File: src/rtl/proj_coeff_unit_if.sv
// Handshake and data bundle for proj_coeff_unit: command, element stream and result.
interface proj_coeff_unit_if #(
  parameter int W = 16
);
  logic         start;
  logic [W-1:0] in_rii;
  logic         busy;
  logic         elem_valid;
  logic         elem_ready;
  logic [W-1:0] in_ai;
  logic [W-1:0] in_aj;
  logic         out_valid;
  logic         out_ready;
  logic [W-1:0] out_dot;
  logic [W-1:0] out_rij;
  logic         out_sat;
  logic         out_dz;

  modport master (
    output start, in_rii, elem_valid, in_ai, in_aj, out_ready,
    input  busy, elem_ready, out_valid, out_dot, out_rij, out_sat, out_dz
  );

  modport slave (
    input  start, in_rii, elem_valid, in_ai, in_aj, out_ready,
    output busy, elem_ready, out_valid, out_dot, out_rij, out_sat, out_dz
  );
endinterface

File: src/rtl/proj_coeff_unit.sv
// Gram-Schmidt projection coefficient: single-MAC dot product, rescale/saturate,
// then a constant-latency restoring divide by rii.
module proj_coeff_unit #(
  parameter int N    = 4,
  parameter int W    = 16,
  parameter int FRAC = 10
) (
  input logic              clk,
  input logic              rst_n,
  proj_coeff_unit_if.slave bus
);
  localparam int ACC_W = 2*W + $clog2(N);
  localparam int Q     = W - 1 + FRAC;
  localparam int BW    = $clog2(N + 1);
  localparam int CW    = $clog2(Q + 1);

  localparam logic signed [ACC_W-1:0] DMAX = {{(ACC_W-W+1){1'b0}}, {(W-1){1'b1}}};
  localparam logic signed [ACC_W-1:0] DMIN = {{(ACC_W-W+1){1'b1}}, {(W-1){1'b0}}};
  localparam logic [W-1:0] SMAX = {1'b0, {(W-1){1'b1}}};
  localparam logic [W-1:0] SMIN = {1'b1, {(W-1){1'b0}}};

  typedef enum logic [2:0] {IDLE, MAC, NORM, DIV, DONE} state_t;

  state_t                  state_q;
  logic signed [ACC_W-1:0] acc_q;
  logic [BW-1:0]           beat_q;
  logic [CW-1:0]           cnt_q;
  logic [W-1:0]            rii_q, dot_q, div_q, rem_q;
  logic [Q-1:0]            dvd_q, quo_q;
  logic                    sat_dot_q, dz_q, sign_q, qtop_q;
  logic                    busy_q, ready_q, valid_q;
  logic [W-1:0]            out_dot_q, out_rij_q;
  logic                    out_sat_q, out_dz_q;

  logic signed [2*W-1:0]   a_s, b_s, prod;
  logic signed [ACC_W-1:0] shifted;
  logic [W-1:0]            dot_d, dot_mag, rii_mag, rem_init, rij_d, q_mag;
  logic                    clamp_d, qtop_d, ge, q_ovf, quo_sat;
  logic [Q:0]              dvd_full, q_full;
  logic [Q-1:0]            quo_nxt;
  logic [Q+W-1:0]          q_ext;
  logic [W:0]              t, rem_nxt;

  always_comb begin
    a_s  = (2*W)'($signed(bus.in_ai));
    b_s  = (2*W)'($signed(bus.in_aj));
    prod = a_s * b_s;
  end

  always_comb begin
    shifted = acc_q >>> FRAC;
    clamp_d = 1'b1;
    if (shifted > DMAX)      dot_d = SMAX;
    else if (shifted < DMIN) dot_d = SMIN;
    else begin
      dot_d   = shifted[W-1:0];
      clamp_d = 1'b0;
    end
    dot_mag  = dot_d[W-1] ? (~dot_d + 1'b1) : dot_d;
    rii_mag  = rii_q[W-1] ? (~rii_q + 1'b1) : rii_q;
    dvd_full = (Q+1)'(dot_mag) << FRAC;
    // Only |dot| = 2^(W-1) sets the dividend bit above the Q iterated bits;
    // it yields a quotient bit of its own only when the divisor is 1.
    qtop_d   = dot_mag[W-1] && (rii_mag == W'(1));
    rem_init = {{(W-1){1'b0}}, dot_mag[W-1] & ~qtop_d};
  end

  always_comb begin
    t       = {rem_q, dvd_q[Q-1]};
    ge      = (t >= {1'b0, div_q});
    rem_nxt = ge ? (t - {1'b0, div_q}) : t;
    q_full  = {quo_q, ge};
    quo_nxt = q_full[Q-1:0];
    q_ext   = (Q+W)'(quo_nxt);
    q_ovf   = qtop_q | (|q_ext[Q+W-1:W-1]);
    q_mag   = {1'b0, quo_nxt[W-2:0]};
    quo_sat = 1'b0;
    if (dz_q) begin
      if (dot_q == '0)    rij_d = '0;
      else if (dot_q[W-1]) rij_d = SMIN;
      else                 rij_d = SMAX;
    end else if (q_ovf) begin
      rij_d   = sign_q ? SMIN : SMAX;
      quo_sat = 1'b1;
    end else begin
      rij_d = sign_q ? (~q_mag + 1'b1) : q_mag;
    end
  end

  always_ff @(posedge clk or negedge rst_n) begin
    if (!rst_n) begin
      state_q   <= IDLE;
      acc_q     <= '0;
      beat_q    <= '0;
      cnt_q     <= '0;
      rii_q     <= '0;
      dot_q     <= '0;
      div_q     <= '0;
      rem_q     <= '0;
      dvd_q     <= '0;
      quo_q     <= '0;
      sat_dot_q <= 1'b0;
      dz_q      <= 1'b0;
      sign_q    <= 1'b0;
      qtop_q    <= 1'b0;
      busy_q    <= 1'b0;
      ready_q   <= 1'b0;
      valid_q   <= 1'b0;
      out_dot_q <= '0;
      out_rij_q <= '0;
      out_sat_q <= 1'b0;
      out_dz_q  <= 1'b0;
    end else begin
      case (state_q)
        IDLE: if (bus.start) begin
          state_q <= MAC;
          rii_q   <= bus.in_rii;
          acc_q   <= '0;
          beat_q  <= '0;
          busy_q  <= 1'b1;
          ready_q <= 1'b1;
        end
        MAC: if (bus.elem_valid && ready_q) begin
          acc_q <= acc_q + ACC_W'(prod);
          if (beat_q == BW'(N - 1)) begin
            state_q <= NORM;
            ready_q <= 1'b0;
          end else begin
            beat_q <= beat_q + 1'b1;
          end
        end
        NORM: begin
          state_q   <= DIV;
          dot_q     <= dot_d;
          sat_dot_q <= clamp_d;
          div_q     <= rii_mag;
          dz_q      <= (rii_q == '0);
          sign_q    <= dot_d[W-1] ^ rii_q[W-1];
          qtop_q    <= qtop_d;
          rem_q     <= rem_init;
          dvd_q     <= dvd_full[Q-1:0];
          quo_q     <= '0;
          cnt_q     <= '0;
        end
        DIV: begin
          rem_q <= rem_nxt[W-1:0];
          dvd_q <= dvd_q << 1;
          quo_q <= quo_nxt;
          if (cnt_q == CW'(Q - 1)) begin
            state_q   <= DONE;
            valid_q   <= 1'b1;
            out_dot_q <= dot_q;
            out_rij_q <= rij_d;
            out_sat_q <= sat_dot_q | quo_sat;
            out_dz_q  <= dz_q;
          end else begin
            cnt_q <= cnt_q + 1'b1;
          end
        end
        DONE: if (bus.out_ready) begin
          state_q <= IDLE;
          valid_q <= 1'b0;
          busy_q  <= 1'b0;
        end
        default: state_q <= IDLE;
      endcase
    end
  end

  assign bus.busy       = busy_q;
  assign bus.elem_ready = ready_q;
  assign bus.out_valid  = valid_q;
  assign bus.out_dot    = out_dot_q;
  assign bus.out_rij    = out_rij_q;
  assign bus.out_sat    = out_sat_q;
  assign bus.out_dz     = out_dz_q;
endmodule

File: src/flat_wrapper.sv
// flat-port wrapper written by rule: the top's interface ports become plain ports
module proj_coeff_unit_flat 
#(
  parameter int N    = 4,
  parameter int W    = 16,
  parameter int FRAC = 10
)
  (clk, rst_n, bus_start, bus_in_rii, bus_elem_valid, bus_in_ai, bus_in_aj, bus_out_ready, bus_busy, bus_elem_ready, bus_out_valid, bus_out_dot, bus_out_rij, bus_out_sat, bus_out_dz);
  proj_coeff_unit_if #(.W(W)) bus_i ();
  input logic clk;
  input logic rst_n;
  input wire logic [$bits(bus_i.start)-1:0] bus_start;
  input wire logic [$bits(bus_i.in_rii)-1:0] bus_in_rii;
  input wire logic [$bits(bus_i.elem_valid)-1:0] bus_elem_valid;
  input wire logic [$bits(bus_i.in_ai)-1:0] bus_in_ai;
  input wire logic [$bits(bus_i.in_aj)-1:0] bus_in_aj;
  input wire logic [$bits(bus_i.out_ready)-1:0] bus_out_ready;
  output wire logic [$bits(bus_i.busy)-1:0] bus_busy;
  output wire logic [$bits(bus_i.elem_ready)-1:0] bus_elem_ready;
  output wire logic [$bits(bus_i.out_valid)-1:0] bus_out_valid;
  output wire logic [$bits(bus_i.out_dot)-1:0] bus_out_dot;
  output wire logic [$bits(bus_i.out_rij)-1:0] bus_out_rij;
  output wire logic [$bits(bus_i.out_sat)-1:0] bus_out_sat;
  output wire logic [$bits(bus_i.out_dz)-1:0] bus_out_dz;
  assign bus_i.start = bus_start;
  assign bus_i.in_rii = bus_in_rii;
  assign bus_i.elem_valid = bus_elem_valid;
  assign bus_i.in_ai = bus_in_ai;
  assign bus_i.in_aj = bus_in_aj;
  assign bus_i.out_ready = bus_out_ready;
  assign bus_busy = bus_i.busy;
  assign bus_elem_ready = bus_i.elem_ready;
  assign bus_out_valid = bus_i.out_valid;
  assign bus_out_dot = bus_i.out_dot;
  assign bus_out_rij = bus_i.out_rij;
  assign bus_out_sat = bus_i.out_sat;
  assign bus_out_dz = bus_i.out_dz;
  proj_coeff_unit #(.N(N), .W(W), .FRAC(FRAC)) u_core (.clk(clk), .rst_n(rst_n), .bus(bus_i));
endmodule
File: config.mk
export PLATFORM = sky130hd
export DESIGN_NAME = proj_coeff_unit_flat
export DESIGN_NICKNAME = d
export VERILOG_FILES = /design/src/rtl/proj_coeff_unit_if.sv /design/src/rtl/proj_coeff_unit.sv /design/src/flat_wrapper.sv
export SDC_FILE = /design/constraint.sdc
export NUM_CORES = 1
export LEC_CHECK = 0
export CORE_AREA = 2 2 177 179
export CTS_BUF_LIST = sky130_fd_sc_hd__clkbuf_8
export CTS_CLUSTER_DIAMETER = 40
export DETAILED_ROUTE_END_ITERATION = 16
export DIE_AREA = 0 0 179 181
export DONT_BUFFER_PORTS = 1
export PLACE_DENSITY_LB_ADDON = 0.12
export SLEW_MARGIN = 20
export SYNTH_ARGS = -nofsm -noshare
export SYNTH_HDL_FRONTEND = slang
export SYNTH_SLANG_ARGS = --single-unit
File: constraint.sdc
create_clock -name clk -period 9.9 [get_ports clk]
set_clock_uncertainty 0.2 [all_clocks]
set_input_delay 1.98 -clock clk [delete_from_list [all_inputs] [get_ports clk]]
set_output_delay 1.98 -clock clk [all_outputs]
set_load 0.1 [all_outputs]
==> results of run 1 <==
registers in the layout (all words and copies together) (netlist names):
name and cells:
u_core.rii_q 16, u_core.bus.out_dz 1, u_core.qtop_q 1, u_core.dot_q 16, u_core.bus.out_valid 1, u_core.div_q 16
u_core.quo_q 24, u_core.bus.out_rij 16, u_core.cnt_q 5, u_core.beat_q 3, u_core.dvd_q 15, u_core.dz_q 1
u_core.rem_q 16, u_core.state_q 3, u_core.sat_dot_q 1, u_core.bus.busy 1, u_core.bus.out_sat 1, u_core.acc_q 34
u_core.bus.elem_ready 1, u_core.sign_q 1, u_core.bus.out_dot 16
area by class of cell:
| cell class | instances | area (um^2) |
|---|---|---|
| clock buffer | 19 | 262 |
| clock inverter | 13 | 155 |
| fill | 2284 | 8560 |
| inverter | 384 | 1440 |
| multi-input combinational | 1677 | 14600 |
| sequential | 189 | 4730 |
| tap | 396 | 495 |
| timing repair buffer | 12 | 90.1 |
worst min path at each step:
stage / start / endpoint / slack [ns]
final: u_core.quo_q[23]$_DFFE_PN0N_ / u_core.quo_q[23]$_DFFE_PN0N_ / 0.28
after global routing: u_core.div_q[6]$_DFFE_PN0P_ / u_core.div_q[6]$_DFFE_PN0P_ / 0.31
after CTS: u_core.quo_q[23]$_DFFE_PN0N_ / u_core.quo_q[23]$_DFFE_PN0N_ / 0.29
after detailed placement: u_core.quo_q[23]$_DFFE_PN0N_ / u_core.quo_q[23]$_DFFE_PN0N_ / 0.27
after global placement: u_core.quo_q[23]$_DFFE_PN0N_ / u_core.quo_q[23]$_DFFE_PN0N_ / 0.26
after floorplan: u_core.quo_q[23]$_DFFE_PN0N_ / u_core.quo_q[23]$_DFFE_PN0N_ / 0.24
cell usage in the layout (no fill, tap or decap), types with 13 or more instances in the layout:
cell type and instances:
sky130_fd_sc_hd__fa_1 306, sky130_fd_sc_hd__o21ai_0 137, sky130_fd_sc_hd__xor2_1 20, sky130_fd_sc_hd__o31ai_1 13
sky130_fd_sc_hd__a21oi_1 98, sky130_fd_sc_hd__nand2b_1 17, sky130_fd_sc_hd__and2_1 121, sky130_fd_sc_hd__dfrtp_1 188
sky130_fd_sc_hd__ha_1 125, sky130_fd_sc_hd__nor3_1 24, sky130_fd_sc_hd__a31oi_1 16, sky130_fd_sc_hd__nand3_1 45
sky130_fd_sc_hd__mux2_2 19, sky130_fd_sc_hd__xnor2_1 41, sky130_fd_sc_hd__nand4_1 13, sky130_fd_sc_hd__inv_1 383
sky130_fd_sc_hd__o21ai_1 19, sky130_fd_sc_hd__o21a_1 13, sky130_fd_sc_hd__nor2_1 96, sky130_fd_sc_hd__nand2_1 372
sky130_fd_sc_hd__a21o_1 22, sky130_fd_sc_hd__clkbuf_8 19
worst max-delay path, stage by stage:
cell                       delay [ns]
sky130_fd_sc_hd__inv_1           0.36
sky130_fd_sc_hd__nor2_1          0.12
sky130_fd_sc_hd__fa_1            0.53
sky130_fd_sc_hd__fa_1            0.53
sky130_fd_sc_hd__fa_1            0.52
sky130_fd_sc_hd__fa_1            0.52
sky130_fd_sc_hd__fa_1            0.54
sky130_fd_sc_hd__inv_1           0.05
sky130_fd_sc_hd__fa_1            0.53
sky130_fd_sc_hd__inv_1           0.04
sky130_fd_sc_hd__ha_1            0.34
sky130_fd_sc_hd__a21oi_1         0.20
sky130_fd_sc_hd__a21oi_1         0.11
sky130_fd_sc_hd__a211oi_2        0.27
sky130_fd_sc_hd__nand3b_4        0.14
sky130_fd_sc_hd__o31a_4          0.39
sky130_fd_sc_hd__a41o_1          0.29
sky130_fd_sc_hd__a221oi_2        0.28
sky130_fd_sc_hd__xor2_1          0.17
sky130_fd_sc_hd__o21ai_1         0.08
logic make-up (layout without fill, tap and decap cells):
family                   after synthesis  count (layout)  synth area share (%)
AND/OR/NAND/NOR                      758             758                  17.0
buffers and inverters                489             428                  8.79
adder cells (fa/ha/maj)              431             431                  36.3
AO/OA/AOI/OAI                        400             400                  11.7
flip-flops                           189             189                  22.3
XOR/XNOR                              61              61                  2.52
multiplexers                          27              27                  1.39
cells in the mapped netlist (all sizes together), types with 6 or more instances:
library cell	n
o31ai	13
xor2	20
nor3b	7
nor2b	9
clkbuf	87
xnor2	41
nor4	13
nor3	24
or3	7
dfrtp	189
nand2	372
mux2	19
o22ai	6
o21ai	156
mux2i	8
nor2	98
a21oi	100
o21a	13
nand4	13
and2	121
and3	7
fa	306
nand2b	19
nand3	46
a22o	8
a21o	22
inv	384
a31oi	17
a211oi	15
ha	125
buf	18
layer usage:
metal | part of all wire [%] | track usage [%]
met1 | 43 | 42.3
met2 | 49 | 52.0
met3 | 5.1 | 3.43
met4 | 2.8 | 10.2
met5 | 0 | 0
per-stage QoR:
step	hold WS [ns]	setup slack [ns]	util (%)	instance area, um^2	cells
after floorplan	0.240	1.81	-	21200	2355
after global placement	0.255	1.69	70.4	21400	2658
after detailed placement	0.268	1.57	70.4	21400	2658
after CTS	0.290	2.07	71.8	21800	2690
after global routing	0.309	1.79	71.8	21800	2690
final	0.283	2.05	71.8	21800	2690
==> results by stage, run 1 <==
Finish:
- The layout net count is 2765.
- The repair_antennas step left the layout with diodes totalling 0.
- The growth of design area from synthesis to finish is 2.82%.
- In the final layout, the share of cells above drive strength 1 is 4.23%.

Global routing:
- The largest net degree at the start of global routing is 190.
- The first-pass GRT wire length is 80.4 mm.
- The number of global-route vias before repair came to 16582.
- The number of antenna violations at the first check in global routing is 0.
- The overall overflow remaining after global route is 0.
- Global routing used 31.0% of the available tracks.

Worst setup path:
- The critical path class is input pin to register.
- The critical path starts at bus_in_aj[15].
- The worst reg2reg path startpoint is u_core.acc_q[15]$_DFFE_PN0P_.
- The endpoint required time on the critical path is 10.04 ns.
- The type of element launching the critical path is an input pin.
- In this run the worst path has a maximum fanout of 15.
- The capture point of the worst reg-to-reg path is u_core.acc_q[32]$_DFFE_PN0P_.
- The reg2reg setup slack is 3.96 ns.
- The capturing element of the worst setup path is u_core.acc_q[32]$_DFFE_PN0P_.
- The path depth of the worst reg2reg path is 19.
- For the worst setup path, the data arrival time is 7.99 ns.
- The type of destination of the critical path is a register.

Clocking:
- The number of buffers added by the clock tree synthesis step is 17.
- For the worst-skew pair, the clock arrives at the later sink with an insertion delay of 0.47 ns.
- The number of H-tree levels is 4.
- Once the clock tree was built, the setup fixing pass inserted 0 buffers.
- The number of hold buffers added after CTS was 0.
- Gates resized during post-CTS repair numbered 0.
- In this run the deepest clock path goes through 2 buffers.
- The CTS clock-pin slew for the worst setup and hold paths is 0.09 ns.
- The TritonCTS clock tree is yes.
- The tree is rooted in a sky130_fd_sc_hd__clkbuf_8.
- The clock sink total is 189.

Placed design:
- The placed wire-length estimate is 37.6 mm.
- The number of buffers inserted by port buffering is 0.
- At the end of routability-driven placement, the weighted congestion stood at 0.930.

Drt:
- The routed via count divided by cell count is 5.87.
- In the routed design, unresolved DRC markers number 0.
- The first-pass iteration count of the detailed router is 7.
- The post-detailed-route wirelength per cell is 17.6 um.
- The total length of routed wires is 47.2 mm.
- The violation count after the first detailed-routing iteration is 1086.
- In this run the remaining antenna-violating nets after routing total 0.
- The via count is 15785.

Yosys:
- Sequential cells were found to cover 22.3% of the synthesized design area.
- The number of synthesized register bits is 189.
- The warning count from the yosys run is 0.
- Averaged over all synthesized cells, the footprint is 9.00 um^2.
- Summed over all instances, the cell type with the most area after synthesis is sky130_fd_sc_hd__fa_1.
- The share of synthesized flip-flops with an asynchronous set or reset is 100%.
- The mapped netlist covers 21200 um^2.
- Yosys mapped the design onto 81 distinct sky130hd cell types.
- The post-synthesis net count is 2839.
- The top cell type by area accounts for 28.9% of the synthesized area.
- Synthesis produced a netlist whose cell count is 2355.
- Yosys attributes the largest share of cell area to sky130_fd_sc_hd__fa_1 29%, sky130_fd_sc_hd__dfrtp_1 22%, sky130_fd_sc_hd__ha_1 7.4%.
- For this run, the leading register cell type out of synthesis is sky130_fd_sc_hd__dfrtp_1.
- Counting flops with a built-in enable in the synthesized netlist gives 0.

STA:
- The part of the cycle the worst path needs is 79.3%.
- Counting I/O delays and the setup requirement, the final critical path takes 7.85 ns.
- Timing would allow up to 127 MHz.
- Setup repair after global routing left no endpoint under its margin.
- In this run the tightest slew margin relative to its limit is 28.7%.
- The summed negative setup slack over all endpoints is 0 ns.
- At the pin with the least slew margin, the transition time is 1.07 ns.
- The count of final setup violators is 0.
- The count of pins over their slew limit is 0.
- The hold violation total from the final report is 0.

Floorplan:
- The die width is 179 um.
- The core area is 30300 um^2.
- The initial cell density of the core is 69.8%.
- The floorplan step set the die height to 181 um.
- The total I/O pin count is 90.
- In this run the core area contains 64 standard-cell rows.
- The die covers 32400 um^2.

Flow run:
- Across the run, the number of max-cap violations was 0.

Min path:
- In this run the worst hold path is classified as register to register.
- Counting instances, the worst hold path has a depth of 2.

Run status:
- The flow ran to the end, and the final reports show no timing, DRC or antenna violations.
Power of run 1 is left out: the tool's default activity adds up to more than one toggle a clock period on the data nets, which glitch-free logic cannot reach.
==> inputs of run 2 (changes only) <==
- CORE_AREA: 2 2 177 179 -> 2 2 180 182
- DIE_AREA: 0 0 179 181 -> 0 0 182 184
- clock period: 9.9 -> 7.3 ns (I/O delays scaled with it)
==> run 2 against run 1 <==
  * Die area up 3.4%
  * Setup slack worse by 1.6 ns
  * Critical path depth up 1
  * Utilization down 1.8 points
==> results by stage, run 2 (synthesis results as in run 1) <==
Worst setup path:
- For flop-to-flop paths, the worst setup slack is 1.73 ns.
- The signal on the critical path passes through inv_1 > nor2_1 > fa_1 > fa_1 > fa_1 > fa_1 > fa_1 > inv_1 > fa_1 > inv_1 > ha_4 > nand2_2 > o21ai_0 > a21o_1 > o2111ai_1 > buf_4 > a211o_1 > o21bai_1 > a21oi_1 > xor2_1 > o21ai_1.
- STA classifies the critical path startpoint as an input pin.
- The largest stage delay on the critical path is 0.57 ns.
- The highest fanout seen on the critical path is 6.
- The dominant delay contributor by cell family on the critical path is adder cells.
- STA puts the critical path data required time at 7.49 ns.
- The most repeated library cell on the critical path is sky130_fd_sc_hd__fa_1.
- The signal arrival time at the worst endpoint is 7.07 ns.
- The slowest library cell on the worst path is sky130_fd_sc_hd__fa_1.
- The type of destination of the critical path is a register.
- The critical path contains buffers and inverters numbering 4 combined.
- The worst setup path is of the input pin to register kind.

Clocking:
- The CTS clock-pin slew for the worst setup and hold paths is 0.10 ns.
- In this run the post-CTS setup repair buffer count came out at 0.
- The clock latency of the later-clocked register in the worst-skew pair is 0.48 ns.
- The number of buffers added by the clock tree synthesis step is 17.
- The TritonCTS clock tree is yes.
- The post-cts repair resize count is 0.
- The total of hold buffers inserted after clock tree synthesis is 0.
- For this design, the sink count on the clock tree is 189.
- The clock passes through at most 2 buffers.
- CTS placed an instance of sky130_fd_sc_hd__clkbuf_8 at the clock tree root.
- The clock tree synthesis step divided the H-tree into 4 levels.

Drt:
- The post-detailed-route wirelength per cell is 17.4 um.
- The first routing iteration left 988 violations.
- After detailed routing, the number of remaining DRC violations is 0.
- After detailed routing, the total wire length is 47.1 mm.
- The final route contains 15691 vias.
- The first-pass iteration count of the detailed router is 5.
- Dividing the detail-routed via count by the number of cells gives 5.79.
- The remaining number of nets flagged by the antenna check after routing is 0.

Finish:
- The register with the most flip-flops in the layout has 34 of them.
- In the final layout, the registers with the most flip-flops are u_core.acc_q: 34 flops, u_core.quo_q: 24 flops.
- The register bank with the most flops is u_core.acc_q.
- The post-layout utilization of the core is 70.0%.
- In the layout the commonest cells are 383 x sky130_fd_sc_hd__inv_1, 370 x sky130_fd_sc_hd__nand2_1, 305 x sky130_fd_sc_hd__fa_1.
- The layout net count is 2779.
- The growth of design area from synthesis to finish is 3.70%.
- The most common cell after layout, fill and taps aside is sky130_fd_sc_hd__inv_1.
- The fill cell total of the finished layout is 2443.
- The antenna cell count is 0.
- Cells with a size suffix above 1 make up 5.20% of the layout.

STA:
- The worst slack on hold paths is 0.286 ns.
- The part of the cycle the worst path needs is 94.2%.
- The count of pins over their slew limit is 0.
- The count of final setup violators is 0.
- The measured slew at the worst slew-check pin is 1.12 ns.
- The worst relative slew slack is 25.3%.
- Setup repair after global routing left no endpoint under its margin.
- The maximum clock rate is 145 MHz.
- The worst path in the final design needs a cycle of 6.88 ns, including I/O delays and setup.
- The hold violation total from the final report is 0.

Global routing:
- The largest net degree at the start of global routing is 190.
- Across every metal layer, demand over resource in global routing totals 29.9%.
- The number of antenna violations at the first check in global routing is 0.
- The number of global-route vias before repair is 16367.
- Summed over all layers, the global routing overflow is 0.
- The first global-routing pass estimated 80.7 mm of wire.

Floorplan:
- Measured along the x axis, the die boundary spans 182 um.
- The core area is 31400 um^2.
- The initial cell density of the core is 67.5%.
- The initialized floorplan defines 65 standard-cell rows.
- The die area is 33500 um^2.
- Pin placement for this block handled 90 I/O pins.
- From bottom edge to top edge, the die measures 184 um.

Min path:
- The class of the worst hold path is register to register.

Placed design:
- The placed wire-length estimate is 37.8 mm.
- In this run the tool buffered the top-level ports with 0 buffer cells.
- Routability-driven placement finished with a final weighted congestion of 0.914.

Run status:
- The run finished with clean final reports.

Flow run:
- The tool flagged a number of max-cap violations equal to 0.
## run 2: cell types whose count changed in the layout (fill, tap and decap cells not counted), sizes merged
cell      before  now
clkinv         2    4
inv          390  391
clkbuf        19   17
bufinv         2    3
clkinvlp       3    0
buf           12   26
## run 2: routing by layer
| layer | vias to the layer above | GRT usage, % | wire length (um) |
|---|---|---|---|
| met5 | - | 0 | 0 |
| met4 | 0 | 6.45 | 638 |
| met3 | 47 | 3.74 | 2320 |
| met2 | 442 | 51.9 | 23100 |
| met1 | 7826 | 40.9 | 21000 |
| li1 | 7376 | - | - |
## run 2: path summary, 6_finish.rpt
check,start,end,cells after the start
min in group asynchronous,rst_n,u_core.bus.out_rij[8]$_DFFE_PN0P_,0
min reg2reg,u_core.quo_q[23]$_DFFE_PN0N_,u_core.quo_q[23]$_DFFE_PN0N_,2
min,u_core.quo_q[23]$_DFFE_PN0N_,u_core.quo_q[23]$_DFFE_PN0N_,2
max reg2reg,u_core.acc_q[15]$_DFFE_PN0P_,u_core.acc_q[32]$_DFFE_PN0P_,19
max in group asynchronous,rst_n,u_core.acc_q[21]$_DFFE_PN0P_,0
max,bus_in_aj[15],u_core.acc_q[31]$_DFFE_PN0P_,21
## run 2: cell type report
class / instances / area [um^2] / area share (%)
Clock inverter: 14 / 180 / 0.820
Timing Repair Buffer: 26 / 203 / 0.922
Clock buffer: 17 / 234 / 1.06
Sequential cell: 189 / 4730 / 21.5
Multi-Input combinational cell: 1677 / 14700 / 66.8
Inverter: 384 / 1440 / 6.56
Tap cell: 402 / 503 / 2.29
## run 2: worst reg2reg max path, delay by kind of cell (launching register included)
kind	cells	cell delay [ns]
AOI/OAI and AO/OA	7	1.41
xor gates and xnor gates	1	0.16
adders and majority gates	6	2.78
buffers and inverters	4	0.30
DFF	1	0.45
and+or+nand+nor	1	0.14
## run 2: through the flow
stage / cell area (um^2) / instances / worst slack [ns] / TNS, ns
after detailed placement: 21500 / 2677 / -0.0504 / -0.170
after global routing: 22000 / 2709 / 0.0835 / 0
after CTS: 21900 / 2708 / 0.451 / 0
after global placement: 21500 / 2677 / 0.0599 / 0
after floorplan: 21300 / 2355 / 0.0577 / 0
final: 22000 / 2709 / 0.425 / 0
Power of run 2 is left out for the same reason.
